[src/rtl/game_ctrl_if.sv]
// Game sequencer bus: frame/score strobes, buttons and pixel flags in; state, gating and score out.
// No latency of its own; no backpressure, all strobes are single-cycle pulses.
interface game_ctrl_if #(
    parameter int SCORE_W = 16
);
    logic               frame_tick;
    logic               score_tick;
    logic               start_btn;
    logic               pause_btn;
    logic               video_on;
    logic               goose_px;
    logic               bean_px;
    logic [2:0]         state;
    logic               run_en;
    logic               clear_obj;
    logic               hit;
    logic [SCORE_W-1:0] score;
    logic [SCORE_W-1:0] score_hi;
    logic [2:0]         level;

    modport master (
        output frame_tick, score_tick, start_btn, pause_btn, video_on, goose_px, bean_px,
        input  state, run_en, clear_obj, hit, score, score_hi, level
    );

    modport slave (
        input  frame_tick, score_tick, start_btn, pause_btn, video_on, goose_px, bean_px,
        output state, run_en, clear_obj, hit, score, score_hi, level
    );
endinterface

[src/rtl/game_ctrl.sv]
// Goose-run sequencer: IDLE/COUNTDOWN/RUN/OVER (+PAUSE when GAME_PAUSE_EN), score, high score, level.
// Latency: all state/run_en/hit/clear_obj/score outputs registered, 1 clk after the causing input.
// Backpressure: none; strobes are consumed in the cycle they arrive, early start presses are dropped.
module game_ctrl #(
    parameter int SCORE_W        = 16,
    parameter int COUNT_FRAMES   = 75,
    parameter int HOLDOFF_FRAMES = 25,
    parameter int LEVEL_STEP     = 64,
    parameter int MAX_LEVEL      = 7
) (
    input  logic         clk,
    input  logic         reset,
    game_ctrl_if.slave   bus
);
    typedef enum logic [2:0] {
        S_IDLE  = 3'd0,
        S_COUNT = 3'd1,
        S_RUN   = 3'd2,
        S_OVER  = 3'd3,
        S_PAUSE = 3'd4
    } state_t;

    localparam int CNT_MAX = (COUNT_FRAMES > HOLDOFF_FRAMES) ? COUNT_FRAMES : HOLDOFF_FRAMES;
    localparam int CNT_W   = $clog2(CNT_MAX + 1);
    localparam int STEP_SH = $clog2(LEVEL_STEP);

    state_t             state_q;
    logic               run_en_q;
    logic               clear_obj_q;
    logic               hit_q;
    logic [SCORE_W-1:0] score_q;
    logic [SCORE_W-1:0] score_hi_q;
    logic [CNT_W-1:0]   frame_cnt;
    logic               start_q;
    logic               start_press;
    logic               collision;
    logic [SCORE_W-1:0] lvl_raw;

    assign start_press = bus.start_btn & ~start_q;
    assign collision   = bus.goose_px & bus.bean_px & bus.video_on;

`ifdef GAME_PAUSE_EN
    logic pause_q;
    logic pause_press;
    assign pause_press = bus.pause_btn & ~pause_q;
`else
    logic unused_pause;
    assign unused_pause = bus.pause_btn;
`endif

    always_ff @(posedge clk) begin
        if (!reset) begin
            state_q     <= S_IDLE;
            run_en_q    <= 1'b0;
            clear_obj_q <= 1'b0;
            hit_q       <= 1'b0;
            score_q     <= '0;
            score_hi_q  <= '0;
            frame_cnt   <= '0;
            start_q     <= 1'b0;
`ifdef GAME_PAUSE_EN
            pause_q     <= 1'b0;
`endif
        end else begin
            start_q     <= bus.start_btn;
`ifdef GAME_PAUSE_EN
            pause_q     <= bus.pause_btn;
`endif
            clear_obj_q <= 1'b0;
            case (state_q)
                S_IDLE: begin
                    if (start_press) begin
                        state_q     <= S_COUNT;
                        score_q     <= '0;
                        clear_obj_q <= 1'b1;
                        frame_cnt   <= '0;
                    end
                end
                S_COUNT: begin
                    if (bus.frame_tick) begin
                        if (frame_cnt == CNT_W'(COUNT_FRAMES - 1)) begin
                            state_q   <= S_RUN;
                            run_en_q  <= 1'b1;
                            frame_cnt <= '0;
                        end else begin
                            frame_cnt <= frame_cnt + 1'b1;
                        end
                    end
                end
                S_RUN: begin
                    // Collision outranks both a same-cycle score tick and a pause request.
                    if (collision) begin
                        state_q    <= S_OVER;
                        run_en_q   <= 1'b0;
                        hit_q      <= 1'b1;
                        frame_cnt  <= '0;
                        if (score_q > score_hi_q)
                            score_hi_q <= score_q;
`ifdef GAME_PAUSE_EN
                    end else if (pause_press) begin
                        state_q  <= S_PAUSE;
                        run_en_q <= 1'b0;
`endif
                    end else if (bus.score_tick && (score_q != {SCORE_W{1'b1}})) begin
                        score_q <= score_q + 1'b1;
                    end
                end
                S_OVER: begin
                    // Counter saturates at the holdoff so a long wait never wraps it back below.
                    if (start_press && (frame_cnt >= CNT_W'(HOLDOFF_FRAMES))) begin
                        state_q     <= S_COUNT;
                        hit_q       <= 1'b0;
                        score_q     <= '0;
                        clear_obj_q <= 1'b1;
                        frame_cnt   <= '0;
                    end else if (bus.frame_tick && (frame_cnt < CNT_W'(HOLDOFF_FRAMES))) begin
                        frame_cnt <= frame_cnt + 1'b1;
                    end
                end
`ifdef GAME_PAUSE_EN
                S_PAUSE: begin
                    if (start_press) begin
                        state_q     <= S_COUNT;
                        score_q     <= '0;
                        clear_obj_q <= 1'b1;
                        frame_cnt   <= '0;
                    end else if (pause_press) begin
                        state_q  <= S_RUN;
                        run_en_q <= 1'b1;
                    end
                end
`endif
                default: begin
                    state_q   <= S_IDLE;
                    run_en_q  <= 1'b0;
                    hit_q     <= 1'b0;
                    frame_cnt <= '0;
                end
            endcase
        end
    end

    assign lvl_raw = score_q >> STEP_SH;

    assign bus.state     = state_q;
    assign bus.run_en    = run_en_q;
    assign bus.clear_obj = clear_obj_q;
    assign bus.hit       = hit_q;
    assign bus.score     = score_q;
    assign bus.score_hi  = score_hi_q;
    assign bus.level     = (lvl_raw > SCORE_W'(MAX_LEVEL)) ? 3'(MAX_LEVEL) : lvl_raw[2:0];
endmodule
[src/flat_wrapper.sv]
// flat-port wrapper written by rule: the top's interface ports become plain ports
module game_ctrl_flat 
#(
    parameter int SCORE_W        = 16,
    parameter int COUNT_FRAMES   = 75,
    parameter int HOLDOFF_FRAMES = 25,
    parameter int LEVEL_STEP     = 64,
    parameter int MAX_LEVEL      = 7
)
  (clk, reset, bus_frame_tick, bus_score_tick, bus_start_btn, bus_pause_btn, bus_video_on, bus_goose_px, bus_bean_px, bus_state, bus_run_en, bus_clear_obj, bus_hit, bus_score, bus_score_hi, bus_level);
  game_ctrl_if #(.SCORE_W(SCORE_W)) bus_i ();
  input  logic clk;
  input  logic reset;
  input wire logic [$bits(bus_i.frame_tick)-1:0] bus_frame_tick;
  input wire logic [$bits(bus_i.score_tick)-1:0] bus_score_tick;
  input wire logic [$bits(bus_i.start_btn)-1:0] bus_start_btn;
  input wire logic [$bits(bus_i.pause_btn)-1:0] bus_pause_btn;
  input wire logic [$bits(bus_i.video_on)-1:0] bus_video_on;
  input wire logic [$bits(bus_i.goose_px)-1:0] bus_goose_px;
  input wire logic [$bits(bus_i.bean_px)-1:0] bus_bean_px;
  output wire logic [$bits(bus_i.state)-1:0] bus_state;
  output wire logic [$bits(bus_i.run_en)-1:0] bus_run_en;
  output wire logic [$bits(bus_i.clear_obj)-1:0] bus_clear_obj;
  output wire logic [$bits(bus_i.hit)-1:0] bus_hit;
  output wire logic [$bits(bus_i.score)-1:0] bus_score;
  output wire logic [$bits(bus_i.score_hi)-1:0] bus_score_hi;
  output wire logic [$bits(bus_i.level)-1:0] bus_level;
  assign bus_i.frame_tick = bus_frame_tick;
  assign bus_i.score_tick = bus_score_tick;
  assign bus_i.start_btn = bus_start_btn;
  assign bus_i.pause_btn = bus_pause_btn;
  assign bus_i.video_on = bus_video_on;
  assign bus_i.goose_px = bus_goose_px;
  assign bus_i.bean_px = bus_bean_px;
  assign bus_state = bus_i.state;
  assign bus_run_en = bus_i.run_en;
  assign bus_clear_obj = bus_i.clear_obj;
  assign bus_hit = bus_i.hit;
  assign bus_score = bus_i.score;
  assign bus_score_hi = bus_i.score_hi;
  assign bus_level = bus_i.level;
  game_ctrl #(.SCORE_W(SCORE_W), .COUNT_FRAMES(COUNT_FRAMES), .HOLDOFF_FRAMES(HOLDOFF_FRAMES), .LEVEL_STEP(LEVEL_STEP), .MAX_LEVEL(MAX_LEVEL)) u_core (.clk(clk), .reset(reset), .bus(bus_i));
endmodule
[config.mk]
export PLATFORM = sky130hd
export DESIGN_NAME = game_ctrl_flat
export DESIGN_NICKNAME = d
export VERILOG_FILES = /design/src/rtl/game_ctrl_if.sv /design/src/rtl/game_ctrl.sv /design/src/flat_wrapper.sv
export SDC_FILE = /design/constraint.sdc
export NUM_CORES = 1
export LEC_CHECK = 0
export CAP_MARGIN = 20
export CORE_ASPECT_RATIO = 0.7
export CORE_MARGIN = 4
export CORE_UTILIZATION = 48
export CTS_CLUSTER_DIAMETER = 120
export CTS_CLUSTER_SIZE = 25
export DETAILED_ROUTE_END_ITERATION = 10
export PLACE_DENSITY = 0.77
export SYNTH_ARGS = -nofsm -noshare
export SYNTH_HDL_FRONTEND = slang
export SYNTH_SLANG_ARGS = --single-unit
[constraint.sdc]
create_clock -name clk -period 2.35 [get_ports clk]
set_clock_uncertainty 0.15 [all_clocks]
set_input_delay 0.5875 -clock clk [delete_from_list [all_inputs] [get_ports clk]]
set_output_delay 0.5875 -clock clk [all_outputs]
set_load 0.02 [all_outputs]
==> impl_metrics.yaml, run 1 <==
power_and_ir_drop:
  power.share.clock_pct: 24.7
  vdd_drop_max_mv: 0.8061
  power_mw: 2.511
  pwr_density_cell_nw_per_um2: 648.1
  p_sw_share_pct: 36.52
  power_switching_mw: 0.9168
  power.internal_mw: 1.594
  power.leakage_nw: 1.529
  p_seq_share_pct: 33.5
  p_comb_share_pct: 41.8
global_route:
  grt_pass1_vias: 2649
  grt_max_degree: 34
  antenna_found_initial: 0
  grtUsageTotal_pct: 21.48
  grt_first_pass_wirelength_um: 12530
  grt_overflow: 0
timing:
  fmax_ghz: 0.4386
  finalSetupTns_ps: 0
  period_needed_ps: 2280
  fin_ws_ps: 69.80
  period_share_pct: 97.03
  hold_violations: 0
  slew_viol_final: 0
  setup_viol: 0
worst_setup_path:
  path_delay_family: "simple AND/OR/NAND/NOR gates"
  worstRegToRegCells: 9
  critPathBufInv: 2
  critical_path_class: "register to register"
  path_max_fanout: 3
  start_kind: "register"
  critPathArrivalTime_ps: 2360
  end_kind: "register"
  regToRegEndpoint: "u_core.frame_cnt[2]"
  path_cells: "inv_2 > ha_4 > nor4_4 > o221a_4 > buf_6 > a21oi_1 > or2_1 > or3b_1 > a21oi_1"
  critPathMostFrequentCell: "a21oi_1"
  cp_slowest_stage_delay_ps: 370
  worstPathRequired_ps: 2430
  r2r_start: "u_core.frame_cnt[1]"
  r2r_slack_ps: 70
  cpMaxStageDelayCell: "dfxtp_4"
floorplanning:
  core_um2: 5423
  io_pins: 50
  fp.dieW_um: 99.19
  die_area_um2: 7125
  initial_utilization_pct: 51.52
  dieHeight_um: 71.83
  row_count: 22
clock_network:
  cts_buffers: 5
  clock_sinks: 45
  path_clk_slew_ps: 90
  clock_latency_ps: 310
  clk_root_buffer_cell: "clkbuf_8"
  htreeDepth: 2
  cts_buffer_depth: 2
  cts_tree: "built"
drt:
  route.vias.total: 2887
  drc: 0
  viasPerCell: 5.751
  dr.pass1.iters: 6
  met1Wirelength_um: 3824
  top_layer: "met4"
  wl_per_cell_um: 15.45
  wl_met2_um: 3266
  drtIter0Drc: 176
  met3WireLength_um: 556
  wl_um: 7757
  postRouteAntennaNets: 0
logic_synthesis:
  synth_top_cell_by_area: "dfxtp_1"
  synthXorXnorAreaFrac_pct: 0.6270
  synthTopCellsByCount: "nand2_1 (53), dfxtp_1 (45), ha_1 (25), inv_1 (25), nand3_1 (22)"
  avgSynthCellArea_um2: 8.169
  synthCells: 342
  synth_edf_count: 0
  synth-simple-area-share_pct: 27.68
  synth_top_cells_by_area: "dfxtp_1 (32%), ha_1 (11%), nand2_1 (7.1%)"
  synthAdderAreaFrac_pct: 11.20
  yosysSeqAreaShare_pct: 32.24
  netlist_area_um2: 2794
  synth_top_family_by_area: "simple AND/OR/NAND/NOR gates"
  synth-compound-area-share_pct: 16.03
  ys.flop_type: "dfxtp_1"
  synthMuxAreaShare_pct: 6.090
  netlist.area_leader.share_pct: 32.24
  postSynth.asyncResetShare_pct: 0
  synth_nets: 376
  post-synth-top-count-cell: "nand2_1"
  ys_types: 54
  yosys_warnings: 0
  synth-seq-cells: 45
status:
  status: "finished, final reports clean"
final_layout:
  fillers: 433
  drive_above_1_share_pct: 22.33
  syn_to_final_growth_pct: 38.65
  nets: 463
  antenna_cells: 0
hold_path:
  worst_hold_path.endpoint: "u_core.bus.score_hi[7]"
  min_from: "u_core.bus.score_hi[7]"
  min_path_cells: 2
  hp-class: "register to register"
place:
  portBuffers: 47
  place.gp.congestion: 0.8792
  post-dp-hpwl_um: 5851
  place_ws_ps: -533.7
flow_run:
  max_cap_violations: 0
-- cells by family (layout without fill, tap and decap cells) --
group           Yosys count  after routing
fa+ha+maj                25             25
other cells               1              1
simple gates            153            153
mux                      17             17
compound gates           58             58
buf+inv                  41            129
flops                    45             45
xor+xnor                  2              2
-- through the flow --
step	hold WS, ps	cells	utilization [%]	area (µm²)
after floorplan	351.4	342	-	2799
after global placement	311.8	491	67.28	3649
after detailed placement	319.6	491	67.28	3649
after CTS	332.7	500	69.80	3785
after global routing	346.9	502	71.44	3874
final	325.0	502	71.44	3874
-- power by group through the flow --
| stage | logic (mW) | clock network (mW) | registers [mW] |
|---|---|---|---|
| floorplan | 0.557 | 0 | 0.880 |
| global placement | 0.902 | 0 | 0.848 |
| detailed placement | 0.932 | 0 | 0.850 |
| CTS | 0.963 | 0.629 | 0.833 |
| global route | 1.13 | 0.664 | 0.848 |
| finish | 1.05 | 0.620 | 0.841 |
-- worst max-delay path by stage --
stage / endpoint / startpoint / cells past startpoint
2_1_floorplan: u_core.bus.score_hi[10] / u_core.bus.score[1] / 8
3_3_place_gp: u_core.bus.score[3] / bus_start_btn / 6
3_5_place_dp: u_core.bus.score[3] / bus_start_btn / 6
4_1_cts: u_core.frame_cnt[2] / bus_video_on / 7
5_1_grt: u_core.bus.score_hi[13] / u_core.bus.score_hi[6] / 8
6_report: u_core.frame_cnt[2] / u_core.frame_cnt[1] / 9
-- cells in the final DEF, fill, tap and decap left out, drive strengths merged, types with 7 or more instances in the layout --
master	Yosys	final
nor2	15	15
nand3	22	22
buf	4	53
nand4	15	15
ha	25	25
nor2b	11	11
mux2i	17	17
clkdlybuf4s50	0	42
a21oi	20	20
nor3	11	11
inv	25	25
dfxtp	45	45
clkbuf	12	7
nand2	53	53
-- registers in the layout (all words and copies together) (netlist names) --
register / cells
u_core.bus.run_en: 1
u_core.start_q: 1
u_core.bus.clear_obj: 1
u_core.frame_cnt: 7
u_core.bus.score: 16
u_core.bus.hit: 1
u_core.bus.state: 2
u_core.bus.score_hi: 16
-- area by class of cell --
| class | instances | area [µm²] | share of cell area, % |
|---|---|---|---|
| sequential | 45 | 913.4 | 23.58 |
| tap | 72 | 90.09 | 2.326 |
| multi-input combinational | 256 | 1810 | 46.74 |
| clock inverter | 2 | 37.54 | 0.9690 |
| timing repair buffer | 96 | 845.8 | 21.83 |
| inverter | 25 | 93.84 | 2.422 |
| clock buffer | 6 | 82.58 | 2.132 |
-- routing by layer --
layer / track usage (%) / vias up
met5: 0 / -
met3: 4.086 / 14
met1: 31.76 / 1360
li1: - / 1399
met4: 4.697 / 0
met2: 32.37 / 114
-- worst reg2reg max path: stages, from the launching register on --
cell,delay [ps]
dfxtp_4,370
inv_2,40
ha_4,150
nor4_4,350
o221a_4,240
buf_6,100
a21oi_1,50
or2_1,270
or3b_1,360
a21oi_1,120
-- timing repair --
| action | 4_1_cts | 5_1_grt |
|---|---|---|
| hold buffers | 0 | 0 |
| pin swaps | 1 | 9 |
| gates resized for setup | 18 | 23 |
| endpoints found under the setup margin | 23 | 26 |
| cloned | 0 | 0 |
| setup buffers | 1 | 2 |
Power figures use the tool's default switching activity.
==> inputs of run 2 (changes only) <==
- CORE_UTILIZATION: 48 -> 53
- PLACE_DENSITY: 0.77 -> 0.8
- clock period: 2.35 -> 2.2 ns (I/O delays scaled with it)
==> impl_metrics.yaml, run 2 (synthesized netlist as in run 1, its figures left out) <==
clock_network:
  cts_buffers: 5
  clock_sinks: 45
  path_clk_slew_ps: 90
  clock_latency_ps: 310
  cts_buffer_depth: 2
  htreeDepth: 2
  clk_root_buffer_cell: "clkbuf_8"
  cts_tree: "built"
global_route:
  grt_pass1_vias: 2910
  grtUsageTotal_pct: 28.73
  grt_overflow: 0
  antenna_found_initial: 0
  grt_first_pass_wirelength_um: 14490
  grt_max_degree: 58
timing:
  slew_headroom_pct: 65.76
  slew_viol_final: 0
  finalSetupTns_ps: -1557
  period_share_pct: 107.0
  rsz0062_at_grt: "true"
  fmax_ghz: 0.4248
  period_needed_ps: 2354
  worst_pin_slew_ps: 513.0
  hold_violations: 0
  fin_ws_ps: -154.3
  setup_viol: 23
final_layout:
  final_cell_mix: "buf_4 (57), nand2_1 (53), clkdlybuf4s50_1 (32)"
  drive_above_1_share_pct: 35.33
  layout_commonest_cell: "buf_4"
  fin_area_um2: 4242
  nets: 483
  antenna_cells: 0
  syn_to_final_growth_pct: 51.81
power_and_ir_drop:
  power.share.clock_pct: 18.7
  power_mw: 2.756
  power.internal_mw: 1.640
  p_sw_share_pct: 40.48
  pwr_density_cell_nw_per_um2: 649.7
  power.leakage_nw: 1.778
  power_switching_mw: 1.116
  vdd_drop_max_mv: 0.6558
  p_comb_share_pct: 47.7
  p_seq_share_pct: 33.6
place:
  place_ws_ps: -579.9
  placed_cell_area_um2: 3744
  post-dp-hpwl_um: 6230
  place.gp.congestion: 0.9315
  portBuffers: 47
drt:
  wl_per_cell_um: 20.37
  dr.pass1.iters: 8
  route.vias.total: 3291
  postRouteAntennaNets: 0
  wl_um: 10570
  drtIter0Drc: 505
  viasPerCell: 6.341
  drc: 0
worst_setup_path:
  start_kind: "register"
  critPathArrivalTime_ps: 2440
  r2r_slack_ps: -150
  r2r_start: "u_core.frame_cnt[0]"
  critPathLaunch: "u_core.frame_cnt[0]"
  cpMaxStageDelayCell: "o311ai_0"
  path_max_fanout: 5
  end_kind: "register"
  path_cells: "buf_4 > o311ai_0 > a31o_2 > a32oi_2 > or2_1 > or3b_4 > a21oi_2"
  critical_path_class: "register to register"
  worstPathRequired_ps: 2290
  cp_slowest_stage_delay_ps: 460
  crit_path_end: "u_core.frame_cnt[2]"
  critPathBufInv: 1
  cp.depth: 7
  path_delay_family: "compound AO/OA/AOI/OAI gates"
  worstRegToRegCells: 7
  regToRegEndpoint: "u_core.frame_cnt[2]"
flow_run:
  max_cap_violations: 0
status:
  violations: "negative setup slack"
  status: "complete, but fails checks"
floorplanning:
  fp.dieW_um: 94.78
  die_area_um2: 6516
  dieHeight_um: 68.75
  row_count: 21
  initial_utilization_pct: 56.56
  core_um2: 4940
  io_pins: 50
hold_path:
  hp-class: "register to register"
## run 2: routing by layer
metal	global-route usage [%]	share of wire [%]	wire length, µm	up-vias
li1	-	-	-	1439
met4	6.115	3.5	375	0
met5	0	0	0	-
met1	38.93	40	4235	1519
met2	48.73	45	4720	277
met3	4.664	12	1240	56
## run 2: worst min path at each step
stage               cells past startpoint  slack, ps                       to               startpoint
global placement                        2        300   u_core.bus.score_hi[1]   u_core.bus.score_hi[1]
CTS                                     2        330   u_core.bus.score_hi[4]   u_core.bus.score_hi[4]
floorplan                               2        340   u_core.bus.score_hi[1]   u_core.bus.score_hi[1]
detailed placement                      2        310   u_core.bus.score_hi[1]   u_core.bus.score_hi[1]
global route                            2        360  u_core.bus.score_hi[13]  u_core.bus.score_hi[13]
finish                                  2        330   u_core.bus.score_hi[3]   u_core.bus.score_hi[3]
## run 2: power groups by stage
| stage | Sequential, mW | Combinational [mW] | Clock [mW] |
|---|---|---|---|
| 5_1_grt | 0.927 | 1.38 | 0.546 |
| 3_5_place_dp | 0.918 | 1.02 | 0 |
| 6_report | 0.927 | 1.31 | 0.514 |
| 2_1_floorplan | 0.946 | 0.610 | 0 |
| 3_3_place_gp | 0.915 | 0.991 | 0 |
| 4_1_cts | 0.902 | 1.08 | 0.511 |
## run 2: repair_timing
item,4_1_cts,5_1_grt
pin swaps,15,16
hold buffers,0,0
buffers inserted,4,5
gates resized for setup,49,57
endpoints found under the setup margin,44,34
cloned,1,0
## run 2: final cells by class
cell class	instances	area, µm²
inverters	25	93.84
well taps	69	86.33
flip-flops and latches	45	935.9
clock inverters	2	10.01
multi-input cells	256	2019
fillers	251	698.2
repair buffers	116	1023
clock buffers	6	72.57
## run 2: worst register-to-register path, cell delays in order, from the launching register on
cell and delay [ps]:
dfxtp_4 390, buf_4 170, o311ai_0 460, a31o_2 240
a32oi_2 60, or2_1 280, or3b_4 390, a21oi_2 140
## run 2: per-stage QoR
stage          std cells  util [%]  hold WS, ps
2_1_floorplan        342         -        344.9
3_3_place_gp         501     75.79        299.5
5_1_grt              519     85.87        360.6
6_report             519     85.87        332.6
4_1_cts              514     80.52        327.6
3_5_place_dp         501     75.79        310.5
==> inputs of run 3 (changes only) <==
- CORE_UTILIZATION: 53 -> 50
- PLACE_DENSITY: 0.8 -> 0.88
==> impl_metrics.yaml, run 3 (synthesized netlist as in run 1, its figures left out) <==
drt:
  postRouteAntennaNets: 0
  wl_per_cell_um: 18.81
  drc: 0
  dr.pass1.iters: 6
  route.vias.total: 3194
  drtIter0Drc: 330
  viasPerCell: 6.202
  wl_um: 9686
worst_setup_path:
  critPathLaunch: "u_core.bus.score_hi[1]"
  path_max_fanout: 5
  r2r_start: "u_core.bus.score_hi[1]"
  critical_path_class: "register to register"
  r2r_slack_ps: -40
  critPathArrivalTime_ps: 2330
  regToRegEndpoint: "u_core.bus.score_hi[3]"
  worstPathRequired_ps: 2290
  end_kind: "register"
  worstRegToRegCells: 9
  crit_path_end: "u_core.bus.score_hi[3]"
  start_kind: "register"
floorplanning:
  row_count: 22
  die_area_um2: 6867
  fp.dieW_um: 97.35
  dieHeight_um: 70.54
  initial_utilization_pct: 52.59
  io_pins: 50
  core_um2: 5313
power_and_ir_drop:
  power_mw: 2.733
  vdd_drop_max_mv: 0.5863
  pwr_density_cell_nw_per_um2: 647.7
  power.leakage_nw: 1.737
timing:
  fmax_ghz: 0.4456
  rsz0062_at_grt: "true"
  slew_viol_final: 0
  period_share_pct: 102.0
  fin_ws_ps: -44.23
  setup_viol: 20
  holdWs_ps: 325.5
  period_needed_ps: 2244
  hold_violations: 0
final_layout:
  nets: 476
  syn_to_final_growth_pct: 51.05
  drive_above_1_share_pct: 32.96
  final_core_util_pct: 79.44
  final_cell_mix: "nand2_1 (53), buf_4 (53), clkdlybuf4s50_1 (35)"
  fillers: 310
  fin_area_um2: 4220
  antenna_cells: 0
  regArea_um2: 934.6
  final_cells: 515
  multi_input_area_um2: 2007
global_route:
  grt_pass1_vias: 2835
  grtUsageTotal_pct: 23.98
  grt_first_pass_wirelength_um: 13390
  grt_max_degree: 61
  grt_overflow: 0
  antenna_found_initial: 0
clock_network:
  cts_buffers: 5
  clk_root_buffer_cell: "clkbuf_8"
  htreeDepth: 2
  cts.hold.buffers_added: 0
  cts_tree: "built"
  cts_buffer_depth: 2
  clock_latency_ps: 310
  clock_sinks: 45
  path_clk_slew_ps: 90
place:
  placed_cell_area_um2: 3705
  place.gp.congestion: 0.8983
  portBuffers: 47
  place_inst: 495
  post-dp-hpwl_um: 5869
status:
  violations: "negative setup slack"
  status: "complete, but fails checks"
hold_path:
  hp-class: "register to register"
flow_run:
  max_cap_violations: 0
[run 3: changes by cell type in the layout (fill, tap and decap cells not counted), sizes merged]
cell | previous run | this run
clkbuf | 7 | 8
dlygate4sd2 | 5 | 1
clkdlybuf4s50 | 32 | 35
buf | 73 | 65
dlymetal6s2s | 5 | 6
[run 3: power by group]
part           switching, mW  leakage (nW)  internal [mW]
clock network          0.301        0.0512          0.255
logic                  0.730          1.31          0.542
registers             0.0445         0.375          0.861
total                   1.08          1.74           1.66
[run 3: worst min path at each step]
stage	slack (ps)	depth (start not counted)	start	to
floorplan	340	2	u_core.bus.score_hi[1]	u_core.bus.score_hi[1]
global placement	310	2	u_core.bus.score_hi[4]	u_core.bus.score_hi[4]
detailed placement	320	2	u_core.bus.score_hi[15]	u_core.bus.score_hi[15]
CTS	340	2	u_core.bus.score_hi[6]	u_core.bus.score_hi[6]
global route	340	2	u_core.bus.score_hi[6]	u_core.bus.score_hi[6]
finish	330	2	u_core.bus.score_hi[6]	u_core.bus.score_hi[6]
[run 3: layer usage]
metal	up-vias	share of wire, %	global-route usage [%]
li1	1428	-	-
met1	1489	41	31.09
met2	232	45	38.46
met3	45	9.9	6.010
met4	0	3.3	10.14
met5	-	0	0
[run 3: repair_timing]
| item | in CTS | in global routing |
|---|---|---|
| gates resized for setup | 28 | 63 |
| hold endpoints to repair | 0 | 0 |
| cloned | 0 | 1 |
| setup endpoints to repair | 42 | 37 |
| pin swaps | 12 | 24 |
| setup buffers | 3 | 8 |
[run 3: worst max-delay path, stage by stage (launching register included)]
cell and delay [ps]:
dfxtp_2 340, inv_2 40, ha_4 210, nor2b_1 130, o211ai_1 290, a2111oi_4 120, a211o_1 300, o21ai_4 220
clkbuf_16 190, mux2i_1 170
[run 3: metrics by stage]
stage,TNS (ps),worst slack (ps)
after global routing,-2533,-142.2
after global placement,-12080,-533.6
after detailed placement,-14730,-645.9
after floorplan,-58.56,-36.96
after CTS,-15.28,-15.28
final,-534.6,-44.23
[run 3: cell type report]
type                            instances  area share, %
Multi-Input combinational cell        256          47.55
Timing Repair Buffer                  109          23.66
Clock inverter                          2         0.3261
Sequential cell                        45          22.15
Clock buffer                            6          1.957
Tap cell                               72          2.135
Inverter                               25          2.224
